==> src/rtl/warship_link_rx.sv <==
// Receive side of the inter-board player link. It deserialises 13-bit frames
// (start, 10 data, even parity, stop) and presents the peer's ready/hit/coordinate state.
module warship_link_rx #(
  parameter int CLK_DIV        = 868,
  parameter int TIMEOUT_CYCLES = 1000000
) (
  input  logic       clk,
  input  logic       rst,
  input  logic       rx_line,
  output logic       ready2,
  output logic       hit2,
  output logic [7:0] ship_cords_in,
  output logic       frame_valid,
  output logic       frame_err,
  output logic       link_lost
);

  localparam int TW = $clog2(CLK_DIV);
  localparam int CW = $clog2(TIMEOUT_CYCLES + 1);
  localparam logic [TW-1:0] BIT_LAST  = TW'(CLK_DIV - 1);
  localparam logic [TW-1:0] HALF_LAST = TW'(CLK_DIV / 2 - 1);
  localparam logic [TW-1:0] T_ONE     = TW'(1);
  localparam logic [CW-1:0] TO_MAX    = CW'(TIMEOUT_CYCLES);
  localparam logic [CW-1:0] C_ONE     = CW'(1);

  typedef enum logic [2:0] {
    S_IDLE, S_START, S_DATA, S_PARITY, S_STOP, S_WAIT_IDLE
  } state_t;

  state_t          state_q, state_d;
  logic            rx_meta_q, rx_s_q;
  logic [TW-1:0]   timer_q, timer_d;
  logic [3:0]      bit_idx_q, bit_idx_d;
  logic [9:0]      shift_q, shift_d;
  logic            parity_q, parity_d;
  logic            ready2_q, ready2_d;
  logic            hit2_q, hit2_d;
  logic [7:0]      cords_q, cords_d;
  logic            frame_valid_q, frame_valid_d;
  logic            frame_err_q, frame_err_d;
  logic            link_lost_q, link_lost_d;
  logic [CW-1:0]   to_cnt_q, to_cnt_d;
  logic            half_end, bit_end, frame_good, frame_bad;

  always_ff @(posedge clk) begin
    if (!rst) state_q <= S_IDLE;
    else      state_q <= state_d;
  end

  always_ff @(posedge clk) begin
    if (!rst) begin
      rx_meta_q     <= 1'b1;
      rx_s_q        <= 1'b1;
      timer_q       <= '0;
      bit_idx_q     <= '0;
      shift_q       <= '0;
      parity_q      <= 1'b0;
      ready2_q      <= 1'b0;
      hit2_q        <= 1'b0;
      cords_q       <= '1;
      frame_valid_q <= 1'b0;
      frame_err_q   <= 1'b0;
      link_lost_q   <= 1'b1;
      to_cnt_q      <= '0;
    end else begin
      rx_meta_q     <= rx_line;
      rx_s_q        <= rx_meta_q;
      timer_q       <= timer_d;
      bit_idx_q     <= bit_idx_d;
      shift_q       <= shift_d;
      parity_q      <= parity_d;
      ready2_q      <= ready2_d;
      hit2_q        <= hit2_d;
      cords_q       <= cords_d;
      frame_valid_q <= frame_valid_d;
      frame_err_q   <= frame_err_d;
      link_lost_q   <= link_lost_d;
      to_cnt_q      <= to_cnt_d;
    end
  end

  always_comb begin
    half_end = (timer_q == HALF_LAST);
    bit_end  = (timer_q == BIT_LAST);
  end

  always_comb begin
    state_d = state_q;
    case (state_q)
      S_IDLE:      if (!rx_s_q) state_d = S_START;
      S_START:     if (half_end) state_d = rx_s_q ? S_IDLE : S_DATA;
      S_DATA:      if (bit_end && bit_idx_q == 4'd9) state_d = S_PARITY;
      S_PARITY:    if (bit_end) state_d = S_STOP;
      S_STOP:      if (bit_end) state_d = rx_s_q ? S_IDLE : S_WAIT_IDLE;
      S_WAIT_IDLE: if (rx_s_q) state_d = S_IDLE;
      default:     state_d = S_IDLE;
    endcase
  end

  always_comb begin
    timer_d       = timer_q + T_ONE;
    bit_idx_d     = bit_idx_q;
    shift_d       = shift_q;
    parity_d      = parity_q;
    ready2_d      = ready2_q;
    hit2_d        = hit2_q;
    cords_d       = cords_q;
    link_lost_d   = link_lost_q;
    to_cnt_d      = to_cnt_q;
    frame_good    = 1'b0;
    frame_bad     = 1'b0;

    case (state_q)
      S_IDLE, S_WAIT_IDLE: timer_d = '0;
      S_START: begin
        bit_idx_d = '0;
        if (half_end) timer_d = '0;
      end
      S_DATA: if (bit_end) begin
        timer_d   = '0;
        shift_d   = {rx_s_q, shift_q[9:1]};
        bit_idx_d = bit_idx_q + 4'd1;
      end
      S_PARITY: if (bit_end) begin
        timer_d  = '0;
        parity_d = rx_s_q;
      end
      S_STOP: if (bit_end) begin
        timer_d    = '0;
        frame_good = rx_s_q && !(^{parity_q, shift_q});
        frame_bad  = !frame_good;
      end
      default: timer_d = '0;
    endcase

    // A good frame takes priority over a timeout expiring on the same edge.
    if (frame_good) begin
      to_cnt_d    = '0;
      link_lost_d = 1'b0;
      ready2_d    = shift_q[0];
      hit2_d      = shift_q[1];
      cords_d     = shift_q[9:2];
    end else begin
      if (to_cnt_q != TO_MAX) to_cnt_d = to_cnt_q + C_ONE;
      if (to_cnt_d == TO_MAX) begin
        link_lost_d = 1'b1;
        ready2_d    = 1'b0;
        hit2_d      = 1'b0;
      end
    end

    frame_valid_d = frame_good;
    frame_err_d   = frame_bad;
  end

  assign ready2        = ready2_q;
  assign hit2          = hit2_q;
  assign ship_cords_in = cords_q;
  assign frame_valid   = frame_valid_q;
  assign frame_err     = frame_err_q;
  assign link_lost     = link_lost_q;

endmodule

==> config.mk <==
export PLATFORM = sky130hd
export DESIGN_NAME = warship_link_rx
export DESIGN_NICKNAME = d
export VERILOG_FILES = /design/src/rtl/warship_link_rx.sv
export SDC_FILE = /design/constraint.sdc
export NUM_CORES = 1
export LEC_CHECK = 0
export ABC_AREA = 1
export CAP_MARGIN = 20
export CORE_UTILIZATION = 60
export CTS_BUF_LIST = sky130_fd_sc_hd__clkbuf_2
export CTS_CLUSTER_DIAMETER = 50
export DETAILED_ROUTE_END_ITERATION = 16
export GPL_TIMING_DRIVEN = 1
export MAX_ROUTING_LAYER = met4
export PLACE_DENSITY = 0.79
export SYNTH_ARGS = -nofsm -noshare
export SYNTH_HDL_FRONTEND = slang
export SYNTH_SLANG_ARGS = --single-unit
==> constraint.sdc <==
create_clock -name clk -period 4.52 [get_ports clk]
set_input_delay 0.678 -clock clk [delete_from_list [all_inputs] [get_ports clk]]
set_output_delay 0.678 -clock clk [all_outputs]
set_load 0.05 [all_outputs]
* After elaboration in Yosys (flattened, before gate mapping)
Index checks and enable logic that the tools add are counted.
** Storage, ports and cells
- Register bits :: 63
- Input bits :: 3
- Output and inout bits :: 13
- Word-level logic and storage cells :: 73
** Cells by class
- $add $sub $neg :: 3
- Eq/ne operators :: 17
- Multiplexer cells :: 23
- Bitwise gates (word level) :: 1
- Reductions and logical operators :: 15
** Operators by type and width (number)
- 2-to-1 mux 20 bit :: 2
- 2-to-1 mux 3 bit :: 7
- adder 20 x 1 -> 20 bit, second input constant :: 1
- == test 20 bit, second input constant :: 1
- 2-to-1 mux 10 bit :: 2
- != test 20 bit, second input constant :: 1
- case mux 10 bit (2 select lines) :: 1
- case mux 3 bit (6 select lines) :: 1
- != test 2 bit, second input constant :: 7
- XOR reduction 11 bit :: 1
- adder 10 x 1 -> 10 bit, second input constant :: 1
- == test 10 bit, second input constant :: 1
- == test 10 x 9 -> 1 bit, second input constant :: 1
- case mux 4 bit (2 select lines) :: 1
- 2-to-1 mux 1 bit :: 7
- == test 3 x 2 -> 1 bit, second input constant :: 2
- == test 3 bit, second input constant :: 2
- AND reduction 2 bit :: 3
- AND reduction 6 bit :: 1
- adder 4 x 1 -> 4 bit, second input constant :: 1
- == test 4 bit, second input constant :: 1
- 2-to-1 mux 4 bit :: 1
- nonzero test 2 bit :: 2
- == test 3 x 1 -> 1 bit, second input constant :: 1
- 8 further kinds :: 10

* Logic depth before layout (Yosys ltp)
Gate-level depths: netlist of run 1.
- Depth in word-level cells :: 9
- Gate-level depth with buffers :: 14
- Mapped depth without buffers :: 14

* Worst setup path before layout of run 1
Ideal clock, no wire load.
- Path kind :: register to register
- Start :: register to_cnt_q[0]
- End :: register link_lost_q, in the netlist link_lost
- Setup time :: 0.126 ns
- Data arrival time :: 1.557 ns
- Data required time :: 4.394 ns
- Setup slack :: 2.837 ns
- Stages on the path, launching flop included :: 13
- Path buffers :: 0
- Period minus slack after synthesis :: 1.683 ns
- Path through :: dfxtp_1 ha_1 nand3_2 nor2_4 nand3_2 nor2_1 nand2_1 nand2_1 nand2_1 nor2_2 nand3_2 nand3_2 nand3_2
** On the way
- Longest elaborated chain between the ends :: 5
- Elaborated cells on any way between the ends :: 6
- Those cells by class :: 1 x add/sub; 2 x eq/ne; 2 x mux; 1 x reduce/logical
** RTL lines
- start, declared :: RTL line 42 : logic [CW-1:0] to_cnt_q, to_cnt_d;
- start signal, assigned :: RTL line 78 : to_cnt_q <= to_cnt_d;
- adder 20 x 1 -> 20 bit or != test 20 bit (tied branches) :: RTL line 144 : if (to_cnt_q != TO_MAX) to_cnt_d = to_cnt_q + C_ONE;
- 2-to-1 mux 20 bit * :: RTL line 144
- 2-to-1 mux 20 bit * :: RTL line 137 : if (frame_good) begin
- == test 20 bit * :: RTL line 145 : if (to_cnt_d == TO_MAX) begin
- nonzero test 2 bit (no line) *
- end signal, assigned :: RTL line 77 : link_lost_q <= link_lost_d;
- end, declared :: RTL line 41 : logic link_lost_q, link_lost_d;
Mark *: on every way between the ends. The rest lies on a longest branch, timed or not. The select of a mux whose other input is x is not followed.
A chain may end at the register's enable or synchronous reset.

* Final worst setup path of run 1
- Start :: register cords_q[1], in the netlist ship_cords_in[1]
- End :: output ship_cords_in[1]
** RTL lines
- start, declared :: RTL line 38 : logic [7:0] cords_q, cords_d;
- start signal, assigned :: RTL line 74 : cords_q <= cords_d;
- end, declared :: RTL line 12 : output logic [7:0] ship_cords_in,
No word-level cell between the ends.

==> metrics.md, run 1 <==
| Metric | Value |
|---|---|
| RSZ-0062 raised after global routing | `false` |
| Max-cap violation count | `0` |
| Fmax achieved | `421.1 MHz` |
| DR vias/cell | `5.259` |
| Startpoint class of the critical path | `flip-flop` |
| Vias in the first global route | `2,931` |
| Final hold vios | `0` |
| Fraction of registers with async set/reset | `0%` |
| Yosys cell types | `33` |
| Worst IR Drop VDD | `0.3190 mV` |
| Area Growth Syn to Fin | `10.25%` |
| Pin count of the biggest net entering global routing | `32` |
| #FFs+latches synth | `63` |
| Initial antenna violation count | `0` |
| WP data arrival | `1.70 ns` |
| Pwr dens | `323.4 nW/um2` |
| Fin crit share | `52.54%` |
| Num ports | `16` |
| Slew Viols, Final | `0` |
| Max Buffers Root-to-Sink | `2` |
| Most area-hungry cell type in the Yosys netlist | `dfxtp_1` |
| Remaining Overflow, GRT | `0` |
| Top FF cell, synth | `dfxtp_1` |
| Placed Area | `3615 um2` |
| Ys Warns | `0` |
| CP Class | `flip-flop to output port` |
| Family with the most delay on the worst path | `buffers and inverters` |
| Tot GR Track Use | `26.64%` |
| Core area | `5473 um2` |
| CTS resizes | `0` |
| Synth top area share | `37.02%` |
| CTS tree | `yes` |
| Starting density of the core | `62.25%` |
| Dpl hpwl | `5.232 mm` |
| CP max stage cell | `clkdlybuf4s50_1` |
| Clock root cell | `clkbuf_2` |
| Synth top area cells | `dfxtp_1, nand2_1, nor2_1, inv_1, nand3_1` |
| Clock latency on the worst-skew pair | `0.49 ns` |
| Setup Skew | `0.04262 ns` |
| Final setup viols | `0` |
| Mean post-synth cell area | `6.967 um2` |
| DR iter-0 viols | `105` |
| Drt total wl | `7.016 mm` |
| Post-DRT Antenna Nets | `0` |
| Design area | `3756 um2` |
| Buffers on Ports | `15` |
| Net count after synthesis | `498` |
| Register area share after synthesis | `37.02%` |
| Hold slack | `0.4403 ns` |
| Final core occ | `68.63%` |
| Residual DRC | `0` |
| Clk slew on worst S/H paths | `0.21 ns` |
| Total die area | `5984 um2` |
| Cell Area, Synth | `3407 um2` |
| Status | `finished, final reports clean` |
| Setup TNS | `0 ns` |
| CP endpoint kind | `output port` |
| Postcts setup bufs | `0` |
| Final layout net count | `516` |
| Finished Layout Cells | `584` |
| Worst-path fanout max | `2` |
| Relative slew slack | `53.93%` |
| Leakage | `0.001563 uW` |
| Die Span X | `77.36 um` |
| Wire per inst | `12.01 um` |
| Cells after Synth | `489` |
| Number of synthesized flops with an enable pin | `0` |
| Drt pass-1 iters | `4` |
| CP bufs+invs | `1` |
| Via count | `3,071` |
| Fill cell count | `511` |
| Die height | `77.36 um` |
| Placed insts | `568` |
| Total CTS buffers | `9` |
| Inserted Diodes | `0` |
| Hold Buf Count CTS | `0` |
| GP Congestion | `0.8574` |
| # rows | `27` |
| Max incr delay on CP | `0.81 ns` |
| Clk sinks | `63` |
| CP required | `3.84 ns` |
| Layout cell share with drive strength beyond 1 | `9.961%` |
| First-pass GRT wire length | `12.48 mm` |
| Slew @ Worst Pin | `0.6894 ns` |
| Period minus WS final | `2.375 ns` |
| Cell Chain, Critical Path | `clkdlybuf4s50_1` |
| Hold Crit Class | `flip-flop to flip-flop` |
| Htree depth | `3` |
layout by cell type (no fill, tap or decap), types with 2 or more instances in the layout:
cell type        synthesis  layout
nand2_1                104     104
nor2_1                  73      73
dfxtp_1                 63      63
inv_1                   62      62
nand3_1                 30      30
a21oi_1                 23      23
o21ai_0                 19      19
xor2_1                  15      15
clkdlybuf4s50_1          0      15
nand4_1                 14      14
nor3_1                  12      12
clkbuf_2                 0       9
o211ai_1                 8       8
nand3_2                  6       6
nor2_4                   6       6
nor2_2                   6       6
xnor2_1                  6       6
ha_1                     6       6
inv_2                    3       3
a31oi_1                  3       3
nand2_2                  3       3
nand2_4                  3       3
nor4_1                   2       2
or2_2                    2       2
and3_1                   2       2
nand3b_1                 2       2
bufinv_16                0       2
clkinv_4                 0       2
clkinv_2                 0       2
buf_4                    1       2
Yosys cell counts (2+ instances only):
cell type and instances:
a21oi_1 23, a31oi_1 3, and3_1 2, buf_2 5, clkbuf_1 4, dfxtp_1 63
ha_1 6, inv_1 62, inv_2 3, nand2_1 104, nand2_2 3, nand2_4 3
nand3_1 30, nand3_2 6, nand3b_1 2, nand4_1 14, nor2_1 73, nor2_2 6
nor2_4 6, nor3_1 12, nor4_1 2, o211ai_1 8, o21ai_0 19, or2_2 2
xnor2_1 6, xor2_1 15
cell families after synthesis:
kind of cell | after synthesis | share of synthesized area [%]
XOR/XNOR | 22 | 5.876
AO/OA/AOI/OAI | 56 | 9.401
buffers and inverters | 75 | 8.556
flip-flops | 63 | 37.02
adder cells (fa/ha/maj) | 6 | 2.203
AND/OR/NAND/NOR | 267 | 36.94
area by class of cell:
type	instances	area (um2)	area share (%)
Multi-Input combinational cell	351	1854	49.37
Sequential cell	63	1261	33.58
Inverter	65	244.0	6.496
Timing Repair Buffer	17	165.2	4.397
Clock inverter	7	96.34	2.565
Tap cell	72	90.09	2.398
Clock buffer	9	45.04	1.199
through the flow:
step / power (uW) / worst slack, ns
floorplan: 773.2 / 2.837
detailed placement: 816.0 / 2.233
global route: 1281 / 2.047
global placement: 806.2 / 2.282
CTS: 1224 / 2.117
finish: 1215 / 2.145
path summary, 6_finish.rpt:
check	start	endpoint	cells past startpoint	slack (ns)
worst max register to register	state_q[2]	bit_idx_q[0]	8	2.33
worst max-delay path	ship_cords_in[1]	ship_cords_in[1]	1	2.15
worst min-delay path	rx_meta_q	rx_s_q	1	0.44
worst min register to register	rx_meta_q	rx_s_q	1	0.44
metal layers:
metal / global-route usage [%] / part of all wire (%) / vias to the layer above
met2: 44.87 / 48 / 44
met3: 4.706 / 2.7 / 16
met1: 30.40 / 46 / 1412
met4: 13.40 / 3.0 / 0
met5: - / 0 / -
li1: - / - / 1599
where the power goes:
| group | total [uW] | internal [uW] | switching [uW] | leakage [uW] |
|---|---|---|---|---|
| clock network | 405 | 185 | 220 | 0.0000862 |
| registers | 611 | 581 | 30.2 | 0.000510 |
| logic | 199 | 64.8 | 134 | 0.000967 |
state kept, by name, summed over array words and instances (netlist names):
name,cells
frame_err,1
ready2,1
ship_cords_in,8
rx_s_q,1
parity_q,1
state_q,3
rx_meta_q,1
to_cnt_q,20
bit_idx_q,4
link_lost,1
timer_q,10
frame_valid,1
hit2,1
shift_q,10
Power figures use the tool's default switching activity.
==> inputs of run 2 (changes only) <==
==> constraint.sdc (replaced) <==
create_clock -name clk -period 2.5 [get_ports clk]
set_input_delay 0.375 -clock clk [delete_from_list [all_inputs] [get_ports clk]]
set_output_delay 0.375 -clock clk [all_outputs]
set_load 0.05 [all_outputs]
==> run 2 against run 1 <==
Cell area is the same; critical path depth did not move; combinational power rose by 76%; power rose by 69%; non-clock buffer count rose by 4; final cell count is 0.68% higher; clock-buffer cell count grew 1; clock skew shrank 0.0085 ns; worst setup slack got worse by 1.7 ns; clock power increased by 49%; critical endpoint is now link_lost; largest cell class unchanged; largest power group unchanged.
==> metrics.md, run 2 (synthesized netlist as in run 1, its figures left out) <==
| Metric | Value |
|---|---|
| Status | `finished, final reports clean` |
| HP Start | `rx_meta_q` |
| CTS resizes | `0` |
| CP Class | `flip-flop to output port` |
| Die height | `77.36 um` |
| Worst setup margin | `0.4288 ns` |
| Placed Area | `3645 um2` |
| Final layout net count | `520` |
| Drt total wl | `7.258 mm` |
| Postcts setup bufs | `0` |
| CP max stage cell | `clkdlybuf4s50_1` |
| Worst reg2reg path depth | `13` |
| WP data arrival | `1.70 ns` |
| Period minus WS final | `2.071 ns` |
| Layout cell share with drive strength beyond 1 | `10.66%` |
| CP required | `2.12 ns` |
| Clock latency on the worst-skew pair | `0.49 ns` |
| DR vias/cell | `5.274` |
| Htree depth | `3` |
| Sequential fraction of design power | `53.7%` |
| Clock root cell | `clkbuf_2` |
| Max FFs per register | `20` |
| Final hold vios | `0` |
| RSZ-0062 raised after global routing | `false` |
| Relative slew slack | `66.13%` |
| Clock power frac | `29.4%` |
| Worst Hold Endpoint | `rx_s_q` |
| Buffers on Ports | `15` |
| Worst IR Drop VDD | `0.4834 mV` |
| CTS tree | `yes` |
| Total die area | `5984 um2` |
| CP bufs+invs | `1` |
| Wire per inst | `12.34 um` |
| Largest registers | `to_cnt_q (20), shift_q (10), timer_q (10)` |
| Placed insts | `572` |
| Core area | `5473 um2` |
| Finished Layout Cells | `588` |
| First-pass GRT wire length | `12.55 mm` |
| # rows | `27` |
| Max incr delay on CP | `0.81 ns` |
| Area Growth Syn to Fin | `10.25%` |
| Family with the most delay on the worst path | `buffers and inverters` |
| Setup Skew | `0.03410 ns` |
| Hold slack | `0.4369 ns` |
| Starting density of the core | `62.25%` |
| Worst-path fanout max | `2` |
| Fin crit share | `82.85%` |
| Total CTS buffers | `9` |
| R2R Path End | `to_cnt_q[16]` |
| Hold Buf Count CTS | `0` |
| R2r setup slk | `0.59 ns` |
| Post-Place Worst Slack | `0.5936 ns` |
| Drt pass-1 iters | `4` |
| Final setup viols | `0` |
| P_sw | `657.2 uW` |
| Most common cell after layout, fill and taps aside | `nand2_1` |
| Max-cap violation count | `0` |
| Inserted Diodes | `0` |
| Residual DRC | `0` |
| Pin count of the biggest net entering global routing | `22` |
| Startpoint class of the critical path | `flip-flop` |
| Internal power | `1401 uW` |
| Initial antenna violation count | `0` |
| Remaining Overflow, GRT | `0` |
| Max Buffers Root-to-Sink | `2` |
| Via count | `3,101` |
| Post-DRT Antenna Nets | `0` |
| Combinational share of power | `17.0%` |
| Slew @ Worst Pin | `0.5064 ns` |
| Clk sinks | `63` |
| DR iter-0 viols | `164` |
| Net Sw Frac | `31.93%` |
| Most frequent cells in the layout | `nand2_1, nor2_1, dfxtp_1, inv_1, nand3_1` |
| Top reg by flops | `to_cnt_q` |
| Setup TNS | `0 ns` |
| Reg2reg start | `shift_q[1]` |
| Vias in the first global route | `3,007` |
| Dpl hpwl | `5.544 mm` |
| Hold Crit Class | `flip-flop to flip-flop` |
| Fill cell count | `497` |
| GP Congestion | `0.9586` |
| Fmax achieved | `482.8 MHz` |
| CP endpoint kind | `output port` |
| Pwr dens | `547.9 nW/um2` |
| Slew Viols, Final | `0` |
| WHS Path Cells | `1` |
| Die Span X | `77.36 um` |
| Clk slew on worst S/H paths | `0.19 ns` |
| Num ports | `16` |
| Tot GR Track Use | `27.30%` |
| Leakage | `0.001566 uW` |
| Cell Chain, Critical Path | `clkdlybuf4s50_1` |
| Design area | `3756 um2` |
## run 2: cell count changes in the layout (fill, tap and decap cells not counted), sizes merged
cell      previous run  this run
clkbuf               9        10
inv                 66        65
buf                  2         6
clkinvlp             0         1
bufinv               2         1
## run 2: area by class of cell
cell class	instances	area [um2]	share of cell area, %
flip-flops and latches	63	1261	33.58
repair buffers	21	195.2	5.197
clock inverters	6	61.31	1.632
inverters	65	244.0	6.496
clock buffers	10	50.05	1.332
well taps	72	90.09	2.398
multi-input cells	351	1854	49.37
## run 2: layer usage
| metal | wire length (um) | part of all wire, % | vias to the layer above | global-route usage [%] |
|---|---|---|---|---|
| met5 | 0 | 0 | - | - |
| met4 | 232 | 3.2 | 0 | 13.40 |
| met3 | 233 | 3.2 | 20 | 5.647 |
| met2 | 3433 | 47 | 54 | 46.46 |
| met1 | 3359 | 46 | 1418 | 30.35 |
| li1 | - | - | 1609 | - |
## run 2: power by group through the flow
stage               sequential [uW]  combinational, uW  clock, uW
finish                         1100                350        604
global route                   1110                415        670
CTS                            1100                349        616
detailed placement             1120                350          0
global placement               1120                339          0
floorplan                      1110                286          0
## run 2: through the flow
step | utilization [%] | total power, uW
after floorplan | - | 1398
after global placement | 66.60 | 1460
after detailed placement | 66.60 | 1472
after CTS | 68.63 | 2068
after global routing | 68.63 | 2199
final | 68.63 | 2058
## run 2: how the worst max path moves through the flow
stage	startpoint	end	slack, ns	cells after the start
2_1_floorplan	to_cnt_q[0]	link_lost	0.82	12
3_3_place_gp	to_cnt_q[0]	hit2	0.65	12
3_5_place_dp	to_cnt_q[0]	link_lost	0.59	12
4_1_cts	link_lost	link_lost	0.40	1
5_1_grt	link_lost	link_lost	0.33	1
6_report	link_lost	link_lost	0.43	1
